===== src/rtl/ps2_pkg.sv =====
// Shared PS/2 types, frame constants and command bytes for the host transmitter
// and the keyboard receiver.
package ps2_pkg;

  typedef enum logic [1:0] {
    IDLE,
    INHIBIT,
    SEND,
    WAIT_IDLE
  } ps2_state_e;

  // start + 8 data + parity + stop
  localparam int PS2_FRAME_BITS = 11;

  localparam logic [7:0] PS2_CMD_SET_LED = 8'hED;
  localparam logic [7:0] PS2_CMD_RESET   = 8'hFF;
  localparam logic [7:0] PS2_ACK         = 8'hFA;

  // PS/2 parity bit: makes the total count of ones in data+parity odd
  function automatic logic odd_parity(input logic [7:0] b);
    return ~^b;
  endfunction

endpackage


===== src/rtl/ps2_sync_edge.sv =====
// Two-flop synchronizer for an asynchronous PS/2 pad plus a history flop for
// edge detection. Resets to the idle (released, high) line level so that
// leaving reset never produces a spurious edge.
module ps2_sync_edge (
  input  logic clk,
  input  logic resetn,
  input  logic din,
  output logic level,
  output logic fall,
  output logic rise
);

  logic sync1_q;
  logic sync2_q;
  logic prev_q;

  // synchronizer chain and one cycle of history for edge detection
  always_ff @(posedge clk or negedge resetn) begin
    if (!resetn) begin
      sync1_q <= 1'b1;
      sync2_q <= 1'b1;
      prev_q  <= 1'b1;
    end else begin
      sync1_q <= din;
      sync2_q <= sync1_q;
      prev_q  <= sync2_q;
    end
  end

  assign level = sync2_q;
  assign fall  = prev_q & ~sync2_q;
  assign rise  = ~prev_q & sync2_q;

endmodule


===== src/rtl/ps2_host_tx.sv =====
// PS/2 host-to-device transmitter: inhibits the bus, issues request-to-send,
// shifts out an 11-bit frame on device-generated clock falls and samples the
// device ACK. Pads are open-drain: *_oe=1 pulls the line low.
//
//   state     | meaning
//   IDLE      | ready for a command byte, lines released
//   INHIBIT   | clock held low; start bit presented in the final cycle
//   SEND      | device clocks the frame out; data follows the frame shifter
//   WAIT_IDLE | frame done, waiting for device to release both lines
module ps2_host_tx
  import ps2_pkg::*;
#(
  parameter int INHIBIT_CYCLES = 5000,
  parameter int TIMEOUT_CYCLES = 750000
) (
  input  logic       clk,
  input  logic       resetn,
  input  logic       tx_valid,
  input  logic [7:0] tx_data,
  output logic       tx_ready,
  input  logic       ps2_clk_i,
  input  logic       ps2_data_i,
  output logic       ps2_clk_oe,
  output logic       ps2_data_oe,
  output logic       busy,
  output logic       done,
  output logic       ack_err,
  output logic       timeout
);

  localparam int ICW = $clog2(INHIBIT_CYCLES);
  localparam int TCW = $clog2(TIMEOUT_CYCLES);
  localparam int BCW = $clog2(PS2_FRAME_BITS);

  localparam logic [ICW-1:0] INH_LOAD = ICW'(INHIBIT_CYCLES - 1);
  localparam logic [TCW-1:0] TOUT_TC  = TCW'(TIMEOUT_CYCLES - 1);
  localparam logic [BCW-1:0] BIT_LAST = BCW'(PS2_FRAME_BITS - 1);

  ps2_state_e state_q, state_d;

  logic [ICW-1:0] icnt_q;
  logic [TCW-1:0] tcnt_q;
  logic [BCW-1:0] bitcnt_q;
  logic [PS2_FRAME_BITS-1:0] frame_q;
  logic ack_err_q;

  logic clk_lvl, clk_fall, clk_rise;
  logic data_lvl, data_fall, data_rise;
  logic unused_edges;

  logic accept;
  logic inh_tc;
  logic tout_hit;
  logic last_fall;

  ps2_sync_edge u_sync_clk (
    .clk    (clk),
    .resetn (resetn),
    .din    (ps2_clk_i),
    .level  (clk_lvl),
    .fall   (clk_fall),
    .rise   (clk_rise)
  );

  ps2_sync_edge u_sync_data (
    .clk    (clk),
    .resetn (resetn),
    .din    (ps2_data_i),
    .level  (data_lvl),
    .fall   (data_fall),
    .rise   (data_rise)
  );

  assign unused_edges = &{1'b0, clk_rise, data_fall, data_rise};

  assign busy      = (state_q != IDLE);
  assign tx_ready  = ~busy;
  assign accept    = tx_valid & tx_ready;
  assign inh_tc    = (icnt_q == '0);
  assign tout_hit  = ((state_q == SEND) || (state_q == WAIT_IDLE)) && (tcnt_q == TOUT_TC);
  assign last_fall = clk_fall && (bitcnt_q == BIT_LAST);

  // state register
  always_ff @(posedge clk or negedge resetn) begin
    if (!resetn) state_q <= IDLE;
    else         state_q <= state_d;
  end

  // next state and pad/status outputs; timeout forces lines released same cycle
  always_comb begin
    state_d     = state_q;
    ps2_clk_oe  = 1'b0;
    ps2_data_oe = 1'b0;
    done        = 1'b0;
    ack_err     = 1'b0;
    timeout     = 1'b0;
    case (state_q)
      IDLE: begin
        if (tx_valid) state_d = INHIBIT;
      end
      INHIBIT: begin
        ps2_clk_oe  = 1'b1;
        ps2_data_oe = inh_tc;
        if (inh_tc) state_d = SEND;
      end
      SEND: begin
        if (tout_hit) begin
          timeout = 1'b1;
          state_d = IDLE;
        end else begin
          ps2_data_oe = ~frame_q[0];
          if (last_fall) state_d = WAIT_IDLE;
        end
      end
      WAIT_IDLE: begin
        if (tout_hit) begin
          timeout = 1'b1;
          state_d = IDLE;
        end else if (clk_lvl && data_lvl) begin
          done    = 1'b1;
          ack_err = ack_err_q;
          state_d = IDLE;
        end
      end
      default: state_d = IDLE;
    endcase
  end

  // inhibit down-counter, timeout counter, frame shifter and ACK capture
  always_ff @(posedge clk or negedge resetn) begin
    if (!resetn) begin
      icnt_q    <= '0;
      tcnt_q    <= '0;
      bitcnt_q  <= '0;
      frame_q   <= '1;
      ack_err_q <= 1'b0;
    end else begin
      if (accept) begin
        // bit 0 is the start bit; ones shift in behind the stop bit
        frame_q <= {1'b1, odd_parity(tx_data), tx_data, 1'b0};
        icnt_q  <= INH_LOAD;
      end else if (state_q == INHIBIT && !inh_tc) begin
        icnt_q <= icnt_q - ICW'(1);
      end

      if (state_q == INHIBIT) begin
        tcnt_q   <= '0;
        bitcnt_q <= '0;
      end else if (state_q == SEND || state_q == WAIT_IDLE) begin
        if (tcnt_q != TOUT_TC) tcnt_q <= tcnt_q + TCW'(1);
      end

      if (state_q == SEND && clk_fall) begin
        if (bitcnt_q != BIT_LAST) begin
          bitcnt_q <= bitcnt_q + BCW'(1);
          frame_q  <= {1'b1, frame_q[PS2_FRAME_BITS-1:1]};
        end else begin
          ack_err_q <= data_lvl;
        end
      end
    end
  end

endmodule


===== config.mk =====
export PLATFORM = sky130hd
export DESIGN_NAME = ps2_host_tx
export DESIGN_NICKNAME = d
export VERILOG_FILES = /design/src/rtl/ps2_pkg.sv /design/src/rtl/ps2_sync_edge.sv /design/src/rtl/ps2_host_tx.sv
export SDC_FILE = /design/constraint.sdc
export NUM_CORES = 1
export LEC_CHECK = 0
export CORE_ASPECT_RATIO = 0.5
export CORE_MARGIN = 2
export CORE_UTILIZATION = 55
export DETAILED_ROUTE_END_ITERATION = 10
export MAX_ROUTING_LAYER = met4
export PLACE_DENSITY = 0.75
export RECOVER_POWER = 25
export SLEW_MARGIN = 15
export SYNTH_ARGS = -nofsm -noshare
export SYNTH_HDL_FRONTEND = slang
export SYNTH_SLANG_ARGS = --single-unit

===== constraint.sdc =====
create_clock -name clk -period 2.4 [get_ports clk]
set_input_delay 0.48 -clock clk [delete_from_list [all_inputs] [get_ports clk]]
set_output_delay 0.48 -clock clk [all_outputs]
set_load 0.005 [all_outputs]

# == After elaboration in Yosys (flattened, before gate mapping) ==
# Cells that the tools add are included.
# op_classes
add_sub_neg,3
n_eq_ne,11
n_mux,29
bitwise,6
n_reduce_logical,18
# ops
cell,count
2-to-1 mux 20 bit,3
2-to-1 mux 11 bit,3
2-to-1 mux 13 bit,2
adder 20 x 1 -> 20 bit (second input constant),1
equality test 20 bit (second input constant),1
!= test 20 bit (second input constant),1
logical NOT 13 bit,1
subtractor 13 x 1 -> 13 bit (second input constant),1
2-to-1 mux 2 bit,6
2-to-1 mux 4 bit,3
2-to-1 mux 1 bit,10
case mux 2 bit (4 select lines),1
nonzero test 2 bit,4
XNOR reduction 8 bit,1
!= test 3 bit (second input constant),2
logical AND 1 bit,5
adder 4 x 1 -> 4 bit (second input constant),1
equality test 2 bit (second input constant),2
equality test 4 bit (second input constant),1
!= test 2 bit (second input constant),2
!= test 4 bit (second input constant),1
NOT 1 bit,4
AND reduction 2 bit,2
AND reduction 4 bit,1
other kinds (7),8
# word_totals
register_bits,56
input_bits,13
output_inout_bits,7
wordCells,78

# == Longest topological paths before layout ==
# depth
depth_word,6
ltp_mapped,9
ltp_nobuf,7

# == Modules after synthesis ==
# From an unflattened synthesis, not the netlist that was laid out.
# unflattened
cells_unflattened,341
area_unflattened_um2,3133.0
# modules_own_cells
module,instances,cells_per_inst,area_per_inst_um2,seq_area_each_um2
ps2_host_tx,1,331,2945.3,1290.0
ps2_sync_edge,2,5,93.8,78.8

# == Least setup slack after synthesis ==
# Ideal clock, no wire load.
# synth_timing
kind,reg-to-output
startpoint,reg tcnt_q[0]
endpoint,out ps2_data_oe
arrival_ns,1.578
required_time_ns,1.920
slack_ns,0.342
stages_incl_launch_ff,7
n_path_buf,0
cell_sequence,dfrtp_1 > ha_1 > and3_1 > nand4_1 > nor2_1 > or3b_2 > a21boi_0
# synth_via
elab_chain_len,4
# synth_lines
element,line_no,rtl
"start, declared",ps2_host_tx.sv:42,logic [TCW-1:0] tcnt_q;
"start signal, assigned",ps2_host_tx.sv:150,if (tcnt_q != TOUT_TC) tcnt_q <= tcnt_q + TCW'(1);
equality test 20 bit,ps2_host_tx.sv:80,assign tout_hit = ((state_q == SEND) || (state_q == WAIT_IDLE)) && (tcnt_q == TOUT_TC);
logical AND 1 bit,ps2_host_tx.sv:80,
2-to-1 mux 1 bit,ps2_host_tx.sv:107,if (tout_hit) begin
case mux 1 bit (2 select lines),ps2_host_tx.sv:97,case (state_q)
"end, declared",ps2_host_tx.sv:24,"output logic ps2_data_oe,"
# No other way between the ends.

# == Worst setup path in the final report ==
# Same ends and word-level chain as after synthesis.

==> impl_metrics.ini <==
[critical_path]
crit_path_end_kind = output port
worst-r2r-cell-count = 11
critical_path.top_delay_family = simple AND/OR/NAND/NOR gates
critPathMaxFanout = 2
critical_path_required_ns = 1.92
crit_chain = ha_2, and3_4, nand4_1, nor2_2, buf_4, or3b_4, a21boi_2, buf_2
worst-path-buf-inv = 2
cpMaxStageDelayCell = dfrtp_1
r2r-start = tcnt_q[15]
max_stage_delay_ns = 0.40
start_kind = flip-flop
crit_arrival_ns = 1.96
r2r_end = tcnt_q[4]
crit_start = tcnt_q[0]
r2r_setup_slack_ns = 0.15
crit_type = reg -> out

[placed_design]
gp_congestion = 0.885
portBuffers = 19
dp_hpwl_um = 4980
place_area_um2 = 3650

[sta]
slew_headroom_pct = 25.9
skew_ns = 0.00529
setup_viol = 1
fmax_ghz = 0.410
tns_ns = -0.0384
report.final.slew_viol_count = 0
finalCritPeriodShare_pct = 102
layout_min_cycle_time_ns = 2.44
final-hold-violation-count = 0
worst_pin_slew_ns = 1.11
rsz0062_at_grt = yes
setup_slack_ns = -0.0384

[route]
firstDrtPassIters = 5
avgRoutedWirePerCell_um = 15.0
via_per_inst = 5.83
antenna_left = 0
drc_errors = 0
route.vias.total = 2864
drt-initial-drc-count = 130
wirelength_um = 7390

[logic_synthesis]
synth_edf_count = 0
syn_nets = 367
yosysWarnings = 0
synth_area_um2 = 3080
synth_cell_type_count = 47
synthCells = 345
yosysSeqAreaShare_pct = 46.2
synth_ff_type = dfrtp_1
ys_ff_latch = 56
syn_avg_cell_area_um2 = 8.91
async_flop_share_pct = 100

[clock_tree]
cts_made_buffers = 5
cts-root-buf = clkbuf_8
h-tree-depth = 2
cts_tree = done
clk_pin_slew_ns = 0.10
clkLatencyLatePin_ns = 0.30
clockBufferDepth = 2
clock_sinks = 56
cts_hold_buf = 0

[layout]
final_cell_mix = nand2_1, buf_4, dfrtp_1
area_growth_pct = 29.3
layout_commonest_cell = nand2_1
drive_above_1_share_pct = 25.6
antennaDiodeCount = 0
layout.nets = 439
design_area_um2 = 3980

[job]
drv_cap = 0

[global_routing]
grt_max_degree = 27
first_global_vias = 2628
grt_use_total_pct = 26.5
grt_pass1_wl_um = 12400
grt-ovfl-total = 0
antenna_found_initial = 0

[floorplanning]
pin_count = 20
start_util_pct = 56.5
die_x_um = 110
fp.coreArea_um2 = 5440
die_h_um = 56.9
dieArea_um2 = 6240
row_count = 19

[status]
status = finished with violations
violations = setup timing

[pwr]
vdd_ir_drop_max_uv = 629
p_per_area_nw_per_um2 = 892
power_leakage_nw = 1.69

[hold_path]
worstHoldPathType = in -> async
==> per-layer routing <==
metal  GRT usage (%)  vias up  part of all wire [%]
met1            34.3     1389                    45
met4            8.86        0                   1.3
met3            5.23        8                   5.2
li1                -     1384                     -
met5               -        -                     0
met2            42.0       83                    49
==> timing repair <==
item | in CTS | in global routing
buffers inserted | 10 | 8
gates cloned | 0 | 2
setup endpoints to repair | 4 | 25
pin swaps | 8 | 15
gates resized for setup | 29 | 16
==> sequential cells by signal, indices dropped and copies added, names as in the netlist <==
name / count
u_sync_clk.level: 1
bitcnt_q: 4
icnt_q: 13
frame_q: 11
u_sync_clk.prev_q: 1
u_sync_data.level: 1
ack_err_q: 1
tcnt_q: 20
u_sync_data.sync1_q: 1
state_q: 2
u_sync_clk.sync1_q: 1
==> synth_stat cells (all sizes together) (2+ instances only) <==
| master | n | share of area, % |
|---|---|---|
| a31oi | 12 | 2.4 |
| clkbuf | 14 | 1.7 |
| o22ai | 2 | 0.41 |
| or2 | 2 | 0.41 |
| o21ai | 17 | 2.8 |
| mux2i | 5 | 1.6 |
| nor4b | 6 | 1.7 |
| o31a | 2 | 0.57 |
| or4 | 8 | 2.0 |
| nand4 | 5 | 1.0 |
| mux2 | 2 | 0.73 |
| nor4 | 11 | 2.4 |
| and3 | 2 | 0.41 |
| nand2b | 2 | 0.41 |
| nand3b | 2 | 0.49 |
| o41ai | 3 | 0.85 |
| nor3b | 3 | 0.73 |
| and2 | 4 | 0.81 |
| xnor2 | 13 | 3.7 |
| nor3 | 8 | 1.3 |
| inv | 13 | 1.6 |
| or3 | 5 | 1.0 |
| nor2 | 31 | 3.8 |
| nand3 | 27 | 4.4 |
| nor2b | 2 | 0.41 |
| dfstp | 16 | 14 |
| nand2 | 53 | 6.5 |
| buf | 2 | 0.33 |
| dfrtp | 40 | 33 |
| ha | 9 | 3.7 |
| a21oi | 8 | 1.3 |
| o31ai | 2 | 0.49 |
| and4 | 2 | 0.57 |
==> kinds of logic (layout without fill, tap and decap cells) <==
kind of cell               Yosys count  in the layout  share of synthesized area (%)
adders and majority gates            9              9                           3.66
buffers and inverters               29            102                           3.62
DFF                                 56             56                           46.2
and+or+nand+nor                    176            176                           29.2
xor gates and xnor gates            14             14                           3.99
AOI/OAI and AO/OA                   54             54                           10.9
muxes                                7              7                           2.36
==> how the worst max path moves through the flow <==
stage	cells past startpoint	to
floorplan	6	ps2_data_oe
global placement	7	ps2_data_oe
detailed placement	7	ps2_data_oe
CTS	8	ps2_data_oe
global route	8	ps2_data_oe
finish	8	ps2_data_oe
==> stage by stage <==
step	worst slack [ns]	hold WS (ns)	util, %	cells	power, mW
floorplan	0.342	0.184	-	345	2.20
global placement	-0.116	0.346	67.1	468	2.71
detailed placement	-0.147	0.347	67.1	468	2.78
CTS	-0.0282	0.118	71.6	486	3.37
global route	-0.119	0.367	73.0	491	3.80
finish	-0.0384	0.315	73.0	491	3.55
==> power breakdown <==
| part | total, mW | leakage (nW) | switching [mW] | internal, mW |
|---|---|---|---|---|
| logic | 1.68 | 0.965 | 0.885 | 0.797 |
| clock network | 0.515 | 0.0424 | 0.306 | 0.210 |
| registers | 1.35 | 0.687 | 0.138 | 1.21 |
==> final cells by class <==
cell class	instances	area, µm²
inverters	13	48.8
clock buffers	7	76.3
repair buffers	81	689
multi-input cells	260	1640
fillers	372	1470
well taps	73	91.3
clock inverters	1	8.76
flip-flops and latches	56	1420
(Power assumes the default switching activity.)
